--- config.mk ---
export PLATFORM = sky130hd
export DESIGN_NAME = i2c_bus_arbiter_flat
export DESIGN_NICKNAME = d
export VERILOG_FILES = /design/src/rtl/i2c_bus_arbiter_if.sv /design/src/rtl/i2c_bus_arbiter.sv /design/src/flat_wrapper.sv
export SDC_FILE = /design/constraint.sdc
export NUM_CORES = 1
export LEC_CHECK = 0
export BUFFER_PORTS_ARGS = -buffer_cell sky130_fd_sc_hd__buf_2
export CAP_MARGIN = 10
export CORE_MARGIN = 2
export CORE_UTILIZATION = 40
export CTS_CLUSTER_DIAMETER = 80
export DETAILED_ROUTE_END_ITERATION = 10
export PLACE_DENSITY = 0.66
export SYNTH_ARGS = -nofsm -noshare
export SYNTH_HDL_FRONTEND = slang
export SYNTH_SLANG_ARGS = --single-unit
--- constraint.sdc ---
create_clock -name clk -period 2.2 [get_ports clk]
set_clock_uncertainty 0.1 [all_clocks]
set_input_delay 0.55 -clock clk [delete_from_list [all_inputs] [get_ports clk]]
set_output_delay 0.55 -clock clk [all_outputs]
set_load 0.1 [all_outputs]
--- src/rtl/i2c_bus_arbiter_if.sv ---
// Signal bundle between the arbiter, its two internal IIC masters (S0/S1) and the external pads (M).
// The slave modport is the arbiter's view; the master modport is the surrounding logic's view.
`timescale 1ns/1ps
interface i2c_bus_arbiter_if;
    logic       s0_scl_i, s0_sda_i, s0_scl_o, s0_scl_t, s0_sda_o, s0_sda_t;
    logic       s1_scl_i, s1_sda_i, s1_scl_o, s1_scl_t, s1_sda_o, s1_sda_t;
    logic       m_scl_i, m_sda_i, m_scl_o, m_scl_t, m_sda_o, m_sda_t;
    logic [1:0] grant;
    logic       bus_busy;

    modport slave (
        input  s0_scl_o, s0_scl_t, s0_sda_o, s0_sda_t,
        input  s1_scl_o, s1_scl_t, s1_sda_o, s1_sda_t,
        input  m_scl_i, m_sda_i,
        output s0_scl_i, s0_sda_i, s1_scl_i, s1_sda_i,
        output m_scl_o, m_scl_t, m_sda_o, m_sda_t,
        output grant, bus_busy
    );

    modport master (
        output s0_scl_o, s0_scl_t, s0_sda_o, s0_sda_t,
        output s1_scl_o, s1_scl_t, s1_sda_o, s1_sda_t,
        output m_scl_i, m_sda_i,
        input  s0_scl_i, s0_sda_i, s1_scl_i, s1_sda_i,
        input  m_scl_o, m_scl_t, m_sda_o, m_sda_t,
        input  grant, bus_busy
    );
endinterface

--- src/rtl/i2c_bus_arbiter.sv ---
// Transaction-level arbiter sharing one external I2C bus between two internal masters.
// Optional stuck-owner watchdog and timeout_flag port enabled by defining I2C_ARB_TIMEOUT_EN.
`timescale 1ns/1ps
module i2c_bus_arbiter #(
    parameter int SYNC_STAGES     = 2,
    parameter int BUS_FREE_CYCLES = 64
`ifdef I2C_ARB_TIMEOUT_EN
    ,
    parameter int TIMEOUT_CYCLES  = 2_000_000
`endif
) (
    input  logic              clk,
    input  logic              rst_n,
`ifdef I2C_ARB_TIMEOUT_EN
    output logic              timeout_flag,
`endif
    i2c_bus_arbiter_if.slave  bus
);
    localparam int HOLD_W = (BUS_FREE_CYCLES > 1) ? $clog2(BUS_FREE_CYCLES) : 1;
    localparam logic [HOLD_W-1:0] HOLD_LOAD = HOLD_W'(BUS_FREE_CYCLES - 1);

    typedef enum logic [2:0] {ST_IDLE, ST_OWN0, ST_OWN1, ST_EXT, ST_HOLD} state_t;

    state_t                   r_state;
    logic [1:0]               r_grant;
    logic                     r_busy;
    logic                     r_rr_s1;
    logic [HOLD_W-1:0]        r_hold_cnt;
    logic [SYNC_STAGES-1:0]   r_scl_sync, r_sda_sync;
    logic [SYNC_STAGES-1:0]   w_scl_next, w_sda_next;
    logic                     r_sda_d;
    logic                     w_scl_s, w_sda_s, w_start, w_stop;
    logic                     w_req0, w_req1, w_timeout;

    genvar gi;
    generate
        for (gi = 0; gi < SYNC_STAGES; gi++) begin : g_sync
            if (gi == 0) begin : g_pad
                assign w_scl_next[gi] = bus.m_scl_i;
                assign w_sda_next[gi] = bus.m_sda_i;
            end else begin : g_chain
                assign w_scl_next[gi] = r_scl_sync[gi-1];
                assign w_sda_next[gi] = r_sda_sync[gi-1];
            end
        end
    endgenerate

    // Idle-high reset keeps the first cycles from looking like a START/STOP.
    always_ff @(posedge clk or negedge rst_n) begin
        if (!rst_n) begin
            r_scl_sync <= '1;
            r_sda_sync <= '1;
            r_sda_d    <= 1'b1;
        end else begin
            r_scl_sync <= w_scl_next;
            r_sda_sync <= w_sda_next;
            r_sda_d    <= w_sda_s;
        end
    end

    assign w_scl_s = r_scl_sync[SYNC_STAGES-1];
    assign w_sda_s = r_sda_sync[SYNC_STAGES-1];
    assign w_start = r_sda_d & ~w_sda_s & w_scl_s;
    assign w_stop  = ~r_sda_d & w_sda_s & w_scl_s;
    assign w_req0  = ~bus.s0_sda_t & ~bus.s0_sda_o;
    assign w_req1  = ~bus.s1_sda_t & ~bus.s1_sda_o;

`ifdef I2C_ARB_TIMEOUT_EN
    localparam int TO_W = $clog2(TIMEOUT_CYCLES + 1);
    localparam logic [TO_W-1:0] TO_LAST = TO_W'(TIMEOUT_CYCLES - 1);

    logic            r_scl_d;
    logic [TO_W-1:0] r_to_cnt;
    logic            r_timeout_flag;
    logic            w_bus_edge, w_watch;

    assign w_bus_edge = (w_scl_s != r_scl_d) || (w_sda_s != r_sda_d);
    assign w_watch    = (r_state == ST_OWN0) || (r_state == ST_OWN1) || (r_state == ST_EXT);
    assign w_timeout  = w_watch && w_scl_s && !w_bus_edge && (r_to_cnt == TO_LAST);

    // Counts only while SCL sits high with no line activity: a frozen owner.
    always_ff @(posedge clk or negedge rst_n) begin
        if (!rst_n) begin
            r_scl_d        <= 1'b1;
            r_to_cnt       <= '0;
            r_timeout_flag <= 1'b0;
        end else begin
            r_scl_d <= w_scl_s;
            if (!w_watch || w_bus_edge || w_timeout)
                r_to_cnt <= '0;
            else if (w_scl_s)
                r_to_cnt <= r_to_cnt + TO_W'(1);
            if (w_timeout)
                r_timeout_flag <= 1'b1;
        end
    end

    assign timeout_flag = r_timeout_flag;
`else
    assign w_timeout = 1'b0;
`endif

    always_ff @(posedge clk or negedge rst_n) begin
        if (!rst_n) begin
            r_state    <= ST_IDLE;
            r_grant    <= 2'b00;
            r_busy     <= 1'b0;
            r_rr_s1    <= 1'b0;
            r_hold_cnt <= '0;
        end else begin
            case (r_state)
                ST_IDLE: begin
                    if (w_start && !w_req0 && !w_req1) begin
                        r_state <= ST_EXT;
                        r_busy  <= 1'b1;
                    end else if (w_req0 && (!w_req1 || !r_rr_s1)) begin
                        r_state <= ST_OWN0;
                        r_grant <= 2'b01;
                        r_busy  <= 1'b1;
                        r_rr_s1 <= 1'b1;
                    end else if (w_req1) begin
                        r_state <= ST_OWN1;
                        r_grant <= 2'b10;
                        r_busy  <= 1'b1;
                        r_rr_s1 <= 1'b0;
                    end
                end
                ST_OWN0, ST_OWN1, ST_EXT: begin
                    if (w_stop || w_timeout) begin
                        r_state    <= ST_HOLD;
                        r_hold_cnt <= HOLD_LOAD;
                    end
                end
                ST_HOLD: begin
                    // Grant is kept through tBUF so the owner cannot be re-arbitrated early.
                    if (w_start) begin
                        r_state    <= ST_EXT;
                        r_grant    <= 2'b00;
                        r_hold_cnt <= '0;
                    end else if (r_hold_cnt == '0) begin
                        r_state <= ST_IDLE;
                        r_grant <= 2'b00;
                        r_busy  <= 1'b0;
                    end else begin
                        r_hold_cnt <= r_hold_cnt - HOLD_W'(1);
                    end
                end
                default: begin
                    r_state <= ST_IDLE;
                    r_grant <= 2'b00;
                    r_busy  <= 1'b0;
                end
            endcase
        end
    end

    always_comb begin
        bus.m_scl_o  = 1'b1;
        bus.m_scl_t  = 1'b1;
        bus.m_sda_o  = 1'b1;
        bus.m_sda_t  = 1'b1;
        bus.s0_scl_i = 1'b0;
        bus.s1_scl_i = 1'b0;
        bus.s0_sda_i = bus.m_sda_i;
        bus.s1_sda_i = bus.m_sda_i;
        case (r_state)
            ST_IDLE: begin
                bus.s0_scl_i = bus.m_scl_i;
                bus.s1_scl_i = bus.m_scl_i;
            end
            ST_OWN0: begin
                bus.m_scl_o  = bus.s0_scl_o;
                bus.m_scl_t  = bus.s0_scl_t;
                bus.m_sda_o  = bus.s0_sda_o;
                bus.m_sda_t  = bus.s0_sda_t;
                bus.s0_scl_i = bus.m_scl_i;
            end
            ST_OWN1: begin
                bus.m_scl_o  = bus.s1_scl_o;
                bus.m_scl_t  = bus.s1_scl_t;
                bus.m_sda_o  = bus.s1_sda_o;
                bus.m_sda_t  = bus.s1_sda_t;
                bus.s1_scl_i = bus.m_scl_i;
            end
            default: begin
            end
        endcase
    end

    assign bus.grant    = r_grant;
    assign bus.bus_busy = r_busy;
endmodule
--- src/flat_wrapper.sv ---
// flat-port wrapper written by rule: the top's interface ports become plain ports
module i2c_bus_arbiter_flat 
#(
    parameter int SYNC_STAGES     = 2,
    parameter int BUS_FREE_CYCLES = 64

)
  (clk, rst_n, bus_s0_scl_o, bus_s0_scl_t, bus_s0_sda_o, bus_s0_sda_t, bus_s1_scl_o, bus_s1_scl_t, bus_s1_sda_o, bus_s1_sda_t, bus_m_scl_i, bus_m_sda_i, bus_s0_scl_i, bus_s0_sda_i, bus_s1_scl_i, bus_s1_sda_i, bus_m_scl_o, bus_m_scl_t, bus_m_sda_o, bus_m_sda_t, bus_grant, bus_bus_busy);
  i2c_bus_arbiter_if bus_i ();
  input  logic clk;
  input  logic rst_n;
  input wire logic [$bits(bus_i.s0_scl_o)-1:0] bus_s0_scl_o;
  input wire logic [$bits(bus_i.s0_scl_t)-1:0] bus_s0_scl_t;
  input wire logic [$bits(bus_i.s0_sda_o)-1:0] bus_s0_sda_o;
  input wire logic [$bits(bus_i.s0_sda_t)-1:0] bus_s0_sda_t;
  input wire logic [$bits(bus_i.s1_scl_o)-1:0] bus_s1_scl_o;
  input wire logic [$bits(bus_i.s1_scl_t)-1:0] bus_s1_scl_t;
  input wire logic [$bits(bus_i.s1_sda_o)-1:0] bus_s1_sda_o;
  input wire logic [$bits(bus_i.s1_sda_t)-1:0] bus_s1_sda_t;
  input wire logic [$bits(bus_i.m_scl_i)-1:0] bus_m_scl_i;
  input wire logic [$bits(bus_i.m_sda_i)-1:0] bus_m_sda_i;
  output wire logic [$bits(bus_i.s0_scl_i)-1:0] bus_s0_scl_i;
  output wire logic [$bits(bus_i.s0_sda_i)-1:0] bus_s0_sda_i;
  output wire logic [$bits(bus_i.s1_scl_i)-1:0] bus_s1_scl_i;
  output wire logic [$bits(bus_i.s1_sda_i)-1:0] bus_s1_sda_i;
  output wire logic [$bits(bus_i.m_scl_o)-1:0] bus_m_scl_o;
  output wire logic [$bits(bus_i.m_scl_t)-1:0] bus_m_scl_t;
  output wire logic [$bits(bus_i.m_sda_o)-1:0] bus_m_sda_o;
  output wire logic [$bits(bus_i.m_sda_t)-1:0] bus_m_sda_t;
  output wire logic [$bits(bus_i.grant)-1:0] bus_grant;
  output wire logic [$bits(bus_i.bus_busy)-1:0] bus_bus_busy;
  assign bus_i.s0_scl_o = bus_s0_scl_o;
  assign bus_i.s0_scl_t = bus_s0_scl_t;
  assign bus_i.s0_sda_o = bus_s0_sda_o;
  assign bus_i.s0_sda_t = bus_s0_sda_t;
  assign bus_i.s1_scl_o = bus_s1_scl_o;
  assign bus_i.s1_scl_t = bus_s1_scl_t;
  assign bus_i.s1_sda_o = bus_s1_sda_o;
  assign bus_i.s1_sda_t = bus_s1_sda_t;
  assign bus_i.m_scl_i = bus_m_scl_i;
  assign bus_i.m_sda_i = bus_m_sda_i;
  assign bus_s0_scl_i = bus_i.s0_scl_i;
  assign bus_s0_sda_i = bus_i.s0_sda_i;
  assign bus_s1_scl_i = bus_i.s1_scl_i;
  assign bus_s1_sda_i = bus_i.s1_sda_i;
  assign bus_m_scl_o = bus_i.m_scl_o;
  assign bus_m_scl_t = bus_i.m_scl_t;
  assign bus_m_sda_o = bus_i.m_sda_o;
  assign bus_m_sda_t = bus_i.m_sda_t;
  assign bus_grant = bus_i.grant;
  assign bus_bus_busy = bus_i.bus_busy;
  i2c_bus_arbiter #(.SYNC_STAGES(SYNC_STAGES), .BUS_FREE_CYCLES(BUS_FREE_CYCLES)) u_core (.clk(clk), .rst_n(rst_n), .bus(bus_i));
endmodule
==> impl_metrics.csv, run 1 <==
group,metric,value,unit
worst_setup_path,crit_fanout,6,
worst_setup_path,crit_arrival,2.16,ns
place,dp_hpwl,1.701,mm
timing,setup_violations,0,
worst_setup_path,max_stage_delay,0.43,ns
floorplan,rows,18,
final_layout,layout-drive-gt1-share,0.3543,
floorplan,start_util,0.4172,
pwr,p_per_area,1588,nW/µm²
worst_setup_path,start_kind,"flip-flop",
pwr,p_total,1.983,mW
clocking,postCtsSetupRepairBufs,0,
synthesis,ys_seq_area_frac,0.4501,
global_route,use_met1,0.1969,
clocking,clk_latency,0.29,ns
worst_setup_path,slowest_stage,"dfrtp_2",
floorplan,fp.dieArea,2956,µm²
routing,drt-pass1-iter-count,4,
synthesis,synth_top_family_by_area,"compound AO/OA/AOI/OAI gates",
routing,avgViaCountPerCell,5.873,
routing,remaining_drc_errors,0,
synthesis,synth_area,1015,µm²
synthesis,synth-xor-area-share,0,
worst_setup_path,path_class,"reg -> reg",
clocking,cts_tree,"built",
routing,totalWireLength,2.294,mm
timing,max_freq,0.4810,GHz
timing,tns,0,ns
worst_setup_path,required,2.29,ns
timing,hold_viol,0,
synthesis,syn_area_per_cell,9.757,µm²
synthesis,synth-compound-area-share,0.2540,
clocking,clockBufferDepth,2,
final_layout,layout_commonest_cell,"buf_2",
synthesis,ys_ff_latch,18,
place,gp_congestion,0.8411,
timing,drv_slew,0,
clocking,clk_pin_slew,0.10,ns
synthesis,synthArstFlopShare,1.000,
outcome,outcome,"finished, final reports clean",
place,portBuffers,22,
final_layout,synthToLayoutAreaGrowth,23.06,%
clocking,h-tree-depth,1,
floorplan,io_pins,23,
worst_setup_path,crit_chain,"inv_1, ha_1, and2b_2, a2111oi_1, o22a_2, mux2_2",
timing,tightestPinTransition,0.5193,ns
worst_hold_path,min_path_type,"in -> async",
routing,num_vias,922,
timing,fin_crit,2.079,ns
global_route,grt_use_total,0.1687,
global_route,grt_pass1_wl,3.650,mm
synthesis,ys.flop_type,"dfrtp_1",
global_route,antenna_found_initial,0,
synthesis,synthAdderAreaFrac,0.02466,
floorplan,core_area,2432,µm²
synthesis,syn_inst,104,
timing,fin_crit_sh,0.9449,
routing,wl_per_cell,14.61,µm
final_layout,fin_nets,142,
final_layout,antenna_cells,0,
global_route,top_usage_layer,"met2",
floorplan,dieWidth,54.37,µm
synthesis,synthMuxAreaShare,0.02219,
pwr,peakVddDrop,1.002,mV
synthesis,synth_nets,118,
synthesis,synth_warnings,0,
synthesis,synth_cell_types,41,
final_layout,fillerInstances,222,
global_route,grtUsageMet2,0.2972,
synthesis,synth-simple-area-share,0.2121,
pwr,p_leak,0.5270,nW
timing,rsz0062_at_grt,"false",
global_route,grt_max_degree,19,
global_route,grtUsageMet3,0.02459,
worst_setup_path,worstSetupEndpointType,"flip-flop",
timing,slew_headroom,0.6449,
final_layout,multiInputGateArea,521.8,µm²
clocking,cts_sinks,18,
floorplan,die_h,54.37,µm
synthesis,synth_edf_count,0,
routing,drtIter0Drc,19,
clocking,cts_root_buf,"clkbuf_4",
global_route,grt_overflow,0,
global_route,grt_pass1_vias,898,
final_layout,final_cell_mix,"buf_2 (16), nand2_1 (10), nor2_1 (10)",
job,drv_cap,0,
routing,ant_nets,0,
clocking,numCtsBuffers,3,
final_layout,register_area,461.7,µm²
clocking,cts_hold_buffers,0,
[cell type report]
type | instances | share of cell area
clock buffers | 4 | 0.02104
inverters | 5 | 0.01804
multi-input cells | 78 | 0.4178
flip-flops and latches | 18 | 0.3697
well taps | 30 | 0.03006
repair buffers | 22 | 0.1433
[cells by family (layout without fill, tap and decap cells)]
kind of cell,Yosys count,in the layout
flip-flops,18,18
adder cells (fa/ha/maj),2,2
multiplexers,2,2
AO/OA/AOI/OAI,35,35
buffers and inverters,8,31
AND/OR/NAND/NOR,39,39
[sequential cells by signal (all words and copies together), names as in the netlist]
register and flops:
u_core.bus.bus_busy 1, u_core.r_rr_s1 1, u_core.r_state 3, u_core.r_sda_sync 2
u_core.r_sda_d 1, u_core.r_scl_sync 2, u_core.bus.grant 2, u_core.r_hold_cnt 6
[power breakdown]
part | total [mW] | internal [mW] | leakage (nW) | switching [mW]
logic | 1.24 | 0.407 | 0.317 | 0.831
clock network | 0.164 | 0.0704 | 0.0150 | 0.0933
registers | 0.582 | 0.446 | 0.195 | 0.135
[Yosys cell counts, drive strengths merged, types with 2 or more instances]
library cell	n	share of area
nand2	10	0.037
ha	2	0.025
a2111oi	2	0.017
nor3	4	0.025
o21ai	9	0.044
o22a	2	0.018
mux2	2	0.022
nand2b	5	0.038
nand3b	2	0.015
buf	2	0.015
a21oi	2	0.0099
nor2	10	0.037
dfrtp	13	0.32
or3	3	0.020
a211oi	2	0.015
o32ai	2	0.017
inv	4	0.015
o311ai	2	0.017
o22ai	4	0.025
dfstp	5	0.13
[worst max-delay path: cells and delay by family, from the launching register on]
family | cells | cell delay, ns
compound gates | 2 | 0.62
simple gates | 1 | 0.23
flops | 1 | 0.43
buf+inv | 1 | 0.08
fa+ha+maj | 1 | 0.19
mux | 1 | 0.32
[stage by stage]
| stage | area [µm²] | instances | hold WS [ns] | setup WS, ns | util |
|---|---|---|---|---|---|
| final | 1249 | 157 | 0.06287 | 0.1212 | 0.5134 |
| after global routing | 1249 | 157 | 0.08786 | 0.009849 | 0.5134 |
| after CTS | 1235 | 157 | 0.07964 | 0.03562 | 0.5077 |
| after detailed placement | 1204 | 153 | 0.2508 | 0.1323 | 0.4949 |
| after global placement | 1204 | 153 | 0.2460 | 0.1568 | 0.4949 |
| after floorplan | 1015 | 104 | 0.1544 | -0.3399 | - |
[repair_timing]
action	in CTS	in global routing
endpoints found under the hold margin	0	0
endpoints found under the setup margin	2	7
resized for setup	2	7
[path summary, 6_finish.rpt]
| check | from | end | slack, ns | cells after the start |
|---|---|---|---|---|
| worst max-delay path | u_core.r_hold_cnt[0] | u_core.bus.grant[1] | 0.12 | 6 |
| worst min-delay path | rst_n | u_core.r_rr_s1 | 0.06 | 1 |
| worst max register to register | u_core.r_hold_cnt[0] | u_core.bus.grant[1] | 0.12 | 6 |
| worst min register to register | u_core.r_scl_sync[0] | u_core.r_scl_sync[1] | 0.26 | 0 |
| max in group asynchronous | rst_n | u_core.r_scl_sync[1] | 1.60 | 1 |
| min in group clk | u_core.r_scl_sync[0] | u_core.r_scl_sync[1] | 0.26 | 0 |
[metal layers]
metal  routed length, µm  part of all wire  up-vias
met5                   0                 0        -
met4                  10            0.0044        0
met3                 153             0.067        2
met2                1155              0.50       34
met1                 974              0.42      448
li1                    -                 -      438
Power figures use the tool's default switching activity.
==> run 2, diff against run 1 <==
--- a/config.mk
+++ b/config.mk
@@ -7,11 +7,14 @@
 export LEC_CHECK = 0
 export BUFFER_PORTS_ARGS = -buffer_cell sky130_fd_sc_hd__buf_2
 export CAP_MARGIN = 10
+export CELL_PAD_IN_SITES_DETAIL_PLACEMENT = 2
+export CELL_PAD_IN_SITES_GLOBAL_PLACEMENT = 2
+export CORE_ASPECT_RATIO = 0.5
 export CORE_MARGIN = 2
-export CORE_UTILIZATION = 40
+export CORE_UTILIZATION = 32
 export CTS_CLUSTER_DIAMETER = 80
 export DETAILED_ROUTE_END_ITERATION = 10
-export PLACE_DENSITY = 0.66
+export PLACE_DENSITY = 0.81
 export SYNTH_ARGS = -nofsm -noshare
 export SYNTH_HDL_FRONTEND = slang
 export SYNTH_SLANG_ARGS = --single-unit
==> impl_metrics.csv, run 2 (same netlist as run 1, synthesis figures left out) <==
group,metric,value,unit
outcome,outcome,"finished, final reports clean",
final_layout,antenna_cells,0,
clocking,clk_latency,0.25,ns
final_layout,fillerInstances,345,
floorplan,fp.dieArea,3665,µm²
final_layout,top_regs,"u_core.r_hold_cnt x6, u_core.r_state x3",
timing,setup_ws,0.07298,ns
global_route,use_met1,0.2221,
clocking,h-tree-depth,1,
place,portBuffers,22,
routing,totalWireLength,3.136,mm
timing,max_freq,0.4701,GHz
worst_setup_path,worstSetupEndpointType,"primary output",
timing,rsz0062_at_grt,"false",
routing,drtIter0Drc,57,
final_layout,fin_util,0.4390,
place,gp_congestion,0.8278,
pwr,switchingPower,1.136,mW
worst_setup_path,required,1.55,ns
final_layout,final_cell_mix,"buf_2 (16), dfrtp_1 (12), nand2_1 (10), nor2_1 (10), o21ai_0 (9)",
timing,setup_violations,0,
global_route,grt_use_total,0.1792,
timing,tightestPinTransition,0.5624,ns
routing,remaining_drc_errors,0,
clocking,clk_pin_slew,0.07,ns
final_layout,regMostFlops,"u_core.r_hold_cnt",
routing,drt-pass1-iter-count,4,
floorplan,core_area,3013,µm²
final_layout,layout-drive-gt1-share,0.3488,
floorplan,rows,14,
pwr,pwr-share-seq,0.256,
clocking,cts_root_buf,"clkbuf_8",
clocking,cts_tree,"built",
worst_hold_path,min_path_type,"in -> async",
pwr,peakVddDrop,1.055,mV
pwr,clkPwrFrac,0.126,
clocking,clockBufferDepth,2,
final_layout,layout_commonest_cell,"buf_2",
pwr,p_sw_frac,0.5182,
routing,wl_per_cell,18.56,µm
clocking,cts_sinks,18,
final_layout,synthToLayoutAreaGrowth,30.33,%
worst_setup_path,slowest_stage,"dfrtp_2",
floorplan,dieWidth,83.64,µm
worst_setup_path,start_kind,"flip-flop",
floorplan,die_h,43.82,µm
place,dp_hpwl,2.330,mm
worst_setup_path,crit_fanout,8,
timing,hold_viol,0,
job,drv_cap,0,
worst_setup_path,crit_chain,"nand2b_1, o22ai_1, nand2_1, buf_12",
global_route,grtUsageMet2,0.3280,
final_layout,multiInputGateArea,521.8,µm²
clocking,numCtsBuffers,3,
final_layout,fin_nets,144,
timing,worst_hold_slack,0.1223,ns
pwr,intPower,1.056,mW
global_route,grtUsageMet3,0.04381,
global_route,grt_overflow,0,
worst_setup_path,path_class,"reg -> out",
pwr,p_total,2.193,mW
floorplan,io_pins,23,
place,dp_slack,0.1146,ns
routing,avgViaCountPerCell,5.680,
routing,ant_nets,0,
clocking,cts_hold_buffers,0,
worst_setup_path,crit_buf_inv,1,
timing,drv_slew,0,
global_route,grt_max_degree,19,
floorplan,start_util,0.3368,
worst_setup_path,crit_arrival,1.48,ns
global_route,grt_pass1_wl,5.078,mm
global_route,top_usage_layer,"met2",
final_layout,largest_register_ffs,6,
timing,fin_crit,2.127,ns
global_route,grt_pass1_vias,1000,
timing,slew_headroom,0.6153,
pwr,power_frac_comb,0.618,
routing,num_vias,960,
pwr,p_leak,0.5610,nW
timing,fin_crit_sh,0.9668,
worst_setup_path,max_stage_delay,0.47,ns
final_layout,register_area,457.9,µm²
global_route,antenna_found_initial,0,
worst_setup_path,crit_family,"flip-flops",
pwr,p_per_area,1658,nW/µm²
==> run 2: worst register-to-register path, cell delays in order, from the launching register on <==
cell       delay [ns]
dfrtp_1          0.41
inv_1            0.08
ha_1             0.19
and2b_2          0.24
a2111oi_1        0.43
o22a_2           0.22
mux2_2           0.32
==> run 2: timing repair <==
action                                  CTS  global route
buffers inserted                          0             0
endpoints found under the setup margin    0             5
gates resized for setup                   0             3
hold endpoints to repair                  0             0
==> run 2: per-layer routing <==
metal / up-vias / wire (µm)
li1: 440 / -
met1: 493 / 1357
met2: 25 / 1609
met3: 2 / 146
met4: 0 / 23
met5: - / 0
==> run 2: through the flow <==
stage	setup TNS, ns	std cells	cell area (µm²)
2_1_floorplan	-0.6797	104	1015
3_3_place_gp	0	165	1261
3_5_place_dp	0	165	1261
4_1_cts	0	169	1316
5_1_grt	0	169	1323
6_report	0	169	1323
==> run 2: cell type report <==
type                    count  share of cell area
multi-input cells          78              0.3945
flip-flops and latches     18              0.3463
repair buffers             24              0.1627
clock buffers               4             0.04163
well taps                  40             0.03784
inverters                   5             0.01703
==> run 2: power by group through the flow <==
stage	Sequential [mW]	Combinational [mW]	Clock, mW
after floorplan	0.681	0.784	0
after global placement	0.548	1.31	0
after detailed placement	0.557	1.35	0
after CTS	0.554	1.36	0.285
after global routing	0.575	1.44	0.296
final	0.561	1.36	0.276
==> run 2: path summary, 6_finish.rpt <==
path	startpoint	endpoint	slack [ns]	depth (start not counted)
setup reg to reg	u_core.r_hold_cnt[1]	u_core.bus.grant[1]	0.09	6
min in group clk	u_core.r_scl_sync[0]	u_core.r_scl_sync[1]	0.27	0
hold / removal	rst_n	u_core.r_hold_cnt[0]	0.12	1
max in group asynchronous	rst_n	u_core.r_sda_sync[1]	1.54	1
setup / recovery	u_core.r_state[1]	bus_m_sda_t	0.07	4
hold reg to reg	u_core.r_scl_sync[0]	u_core.r_scl_sync[1]	0.27	0
==> run 3, diff against run 2 <==
--- a/config.mk
+++ b/config.mk
@@ -15,6 +15,7 @@
 export CTS_CLUSTER_DIAMETER = 80
 export DETAILED_ROUTE_END_ITERATION = 10
 export PLACE_DENSITY = 0.81
+export RECOVER_POWER = 50
 export SYNTH_ARGS = -nofsm -noshare
 export SYNTH_HDL_FRONTEND = slang
 export SYNTH_SLANG_ARGS = --single-unit
==> impl_metrics.csv, run 3 (same netlist as run 1, synthesis figures left out) <==
group,metric,value,unit
outcome,outcome,"finished, final reports clean",
timing,rsz0062_at_grt,"false",
timing,fin_crit,2.132,ns
worst_setup_path,required,1.55,ns
clocking,cts_sinks,18,
pwr,peakVddDrop,1.055,mV
routing,drtIter0Drc,58,
worst_setup_path,worstSetupEndpointType,"primary output",
routing,wl_met1,1.386,mm
global_route,grt_pass1_wl,5.078,mm
routing,totalWireLength,3.134,mm
worst_setup_path,start_kind,"flip-flop",
final_layout,stdcell_count,169,
pwr,p_leak,0.5527,nW
clocking,clk_pin_slew,0.07,ns
global_route,grt_max_degree,19,
timing,slew_headroom,0.3397,
global_route,grt_use_total,0.1792,
timing,max_freq,0.4692,GHz
worst_hold_path,min_from,"u_core.r_sda_sync[0]",
clocking,clockBufferDepth,2,
final_layout,synthToLayoutAreaGrowth,29.96,%
worst_setup_path,path_class,"reg -> out",
clocking,numCtsBuffers,3,
final_layout,regMostFlops,"u_core.r_hold_cnt",
final_layout,layout_commonest_cell,"buf_2",
worst_setup_path,reg2reg_to,"u_core.bus.grant[1]",
timing,tightestPinTransition,0.9904,ns
routing,remaining_drc_errors,0,
clocking,postCtsSetupRepairBufs,0,
floorplan,start_util,0.3368,
final_layout,final_cell_mix,"buf_2 (13), dfrtp_1 (12), nand2_1 (10), nor2_1 (10), o21ai_0 (9)",
place,dp_hpwl,2.330,mm
place,dpl-instance-area,1261,µm²
routing,num_vias,963,
global_route,grt_overflow,0,
worst_hold_path,min_path_type,"reg -> reg",
final_layout,largest_register_ffs,6,
floorplan,rows,14,
clocking,clk_latency,0.26,ns
routing,dr_wl_met2,1.611,mm
routing,avgViaCountPerCell,5.698,
global_route,grt_pass1_vias,1000,
global_route,antenna_found_initial,0,
floorplan,io_pins,23,
routing,top_layer_used,"met4",
final_layout,fin_nets,144,
worst_setup_path,crit_fanout,8,
pwr,p_per_area,1661,nW/µm²
worst_setup_path,r2r_start,"u_core.r_hold_cnt[1]",
floorplan,core_area,3013,µm²
worst_hold_path,hold_depth,0,
routing,wl_per_cell,18.54,µm
worst_setup_path,crit_arrival,1.48,ns
timing,fin_crit_sh,0.9689,
timing,worst_hold_slack,0.2687,ns
place,gp_congestion,0.8278,
final_layout,top_regs,"u_core.r_hold_cnt x6, u_core.r_state x3",
floorplan,fp.dieArea,3665,µm²
clocking,h-tree-depth,1,
job,drv_cap,0,
clocking,cts_root_buf,"clkbuf_8",
floorplan,die_h,43.82,µm
routing,met3RoutedLength,114,µm
final_layout,layout-drive-gt1-share,0.3256,
place,place_inst,165,
clocking,cts_tree,"built",
worst_setup_path,reg2reg_slack,0.10,ns
worst_hold_path,holdPathEnd,"u_core.r_sda_sync[1]",
floorplan,dieWidth,83.64,µm
clocking,cts_resized,0,
timing,hold_viol,0,
final_layout,final_cell_area,1319,µm²
timing,setup_violations,0,
worst_setup_path,reg2regPathDepth,6,
place,portBuffers,22,
timing,drv_slew,0,
clocking,cts_hold_buffers,0,
place,dp_slack,0.1146,ns
timing,setup_ws,0.06850,ns
routing,drt-pass1-iter-count,4,
routing,ant_nets,0,
final_layout,antenna_cells,0,
run 3: worst max-delay path, stage by stage (launching register included):
cell      delay [ns]
dfrtp_2         0.47
nand2b_1        0.23
o22ai_1         0.22
nand2_1         0.12
buf_12          0.18
run 3: final cells by class:
class / count / area (µm²)
flip-flops and latches: 18 / 457.9
fillers: 343 / 1694
multi-input cells: 78 / 521.8
clock buffers: 4 / 55.05
repair buffers: 24 / 211.5
inverters: 5 / 22.52
well taps: 40 / 50.05
run 3: power by group:
part	switching, mW	total [mW]	internal (mW)
Sequential	0.119	0.560	0.441
Combinational	0.897	1.35	0.455
Clock	0.119	0.278	0.159
run 3: how the worst max path moves through the flow:
stage / startpoint / depth (start not counted) / endpoint
final: u_core.r_state[1] / 4 / bus_m_sda_t
after global routing: u_core.r_hold_cnt[1] / 6 / u_core.bus.grant[1]
after CTS: u_core.r_state[1] / 4 / bus_m_sda_t
after detailed placement: u_core.r_hold_cnt[1] / 6 / u_core.bus.grant[1]
after global placement: u_core.r_hold_cnt[1] / 6 / u_core.bus.grant[1]
after floorplan: u_core.r_state[2] / 3 / bus_s0_scl_i
run 3: stage by stage:
| stage | utilization | total power, mW | TNS [ns] |
|---|---|---|---|
| 2_1_floorplan | - | 1.465 | -0.6797 |
| 3_3_place_gp | 0.4186 | 1.855 | 0 |
| 3_5_place_dp | 0.4186 | 1.910 | 0 |
| 4_1_cts | 0.4369 | 2.195 | 0 |
| 5_1_grt | 0.4377 | 2.309 | 0 |
| 6_report | 0.4377 | 2.190 | 0 |
run 3: routing by layer:
layer | global-route usage | up-vias
met3 | 0.04381 | 2
met1 | 0.2221 | 498
met2 | 0.3280 | 23
met5 | 0 | -
li1 | - | 440
met4 | 0.03548 | 0
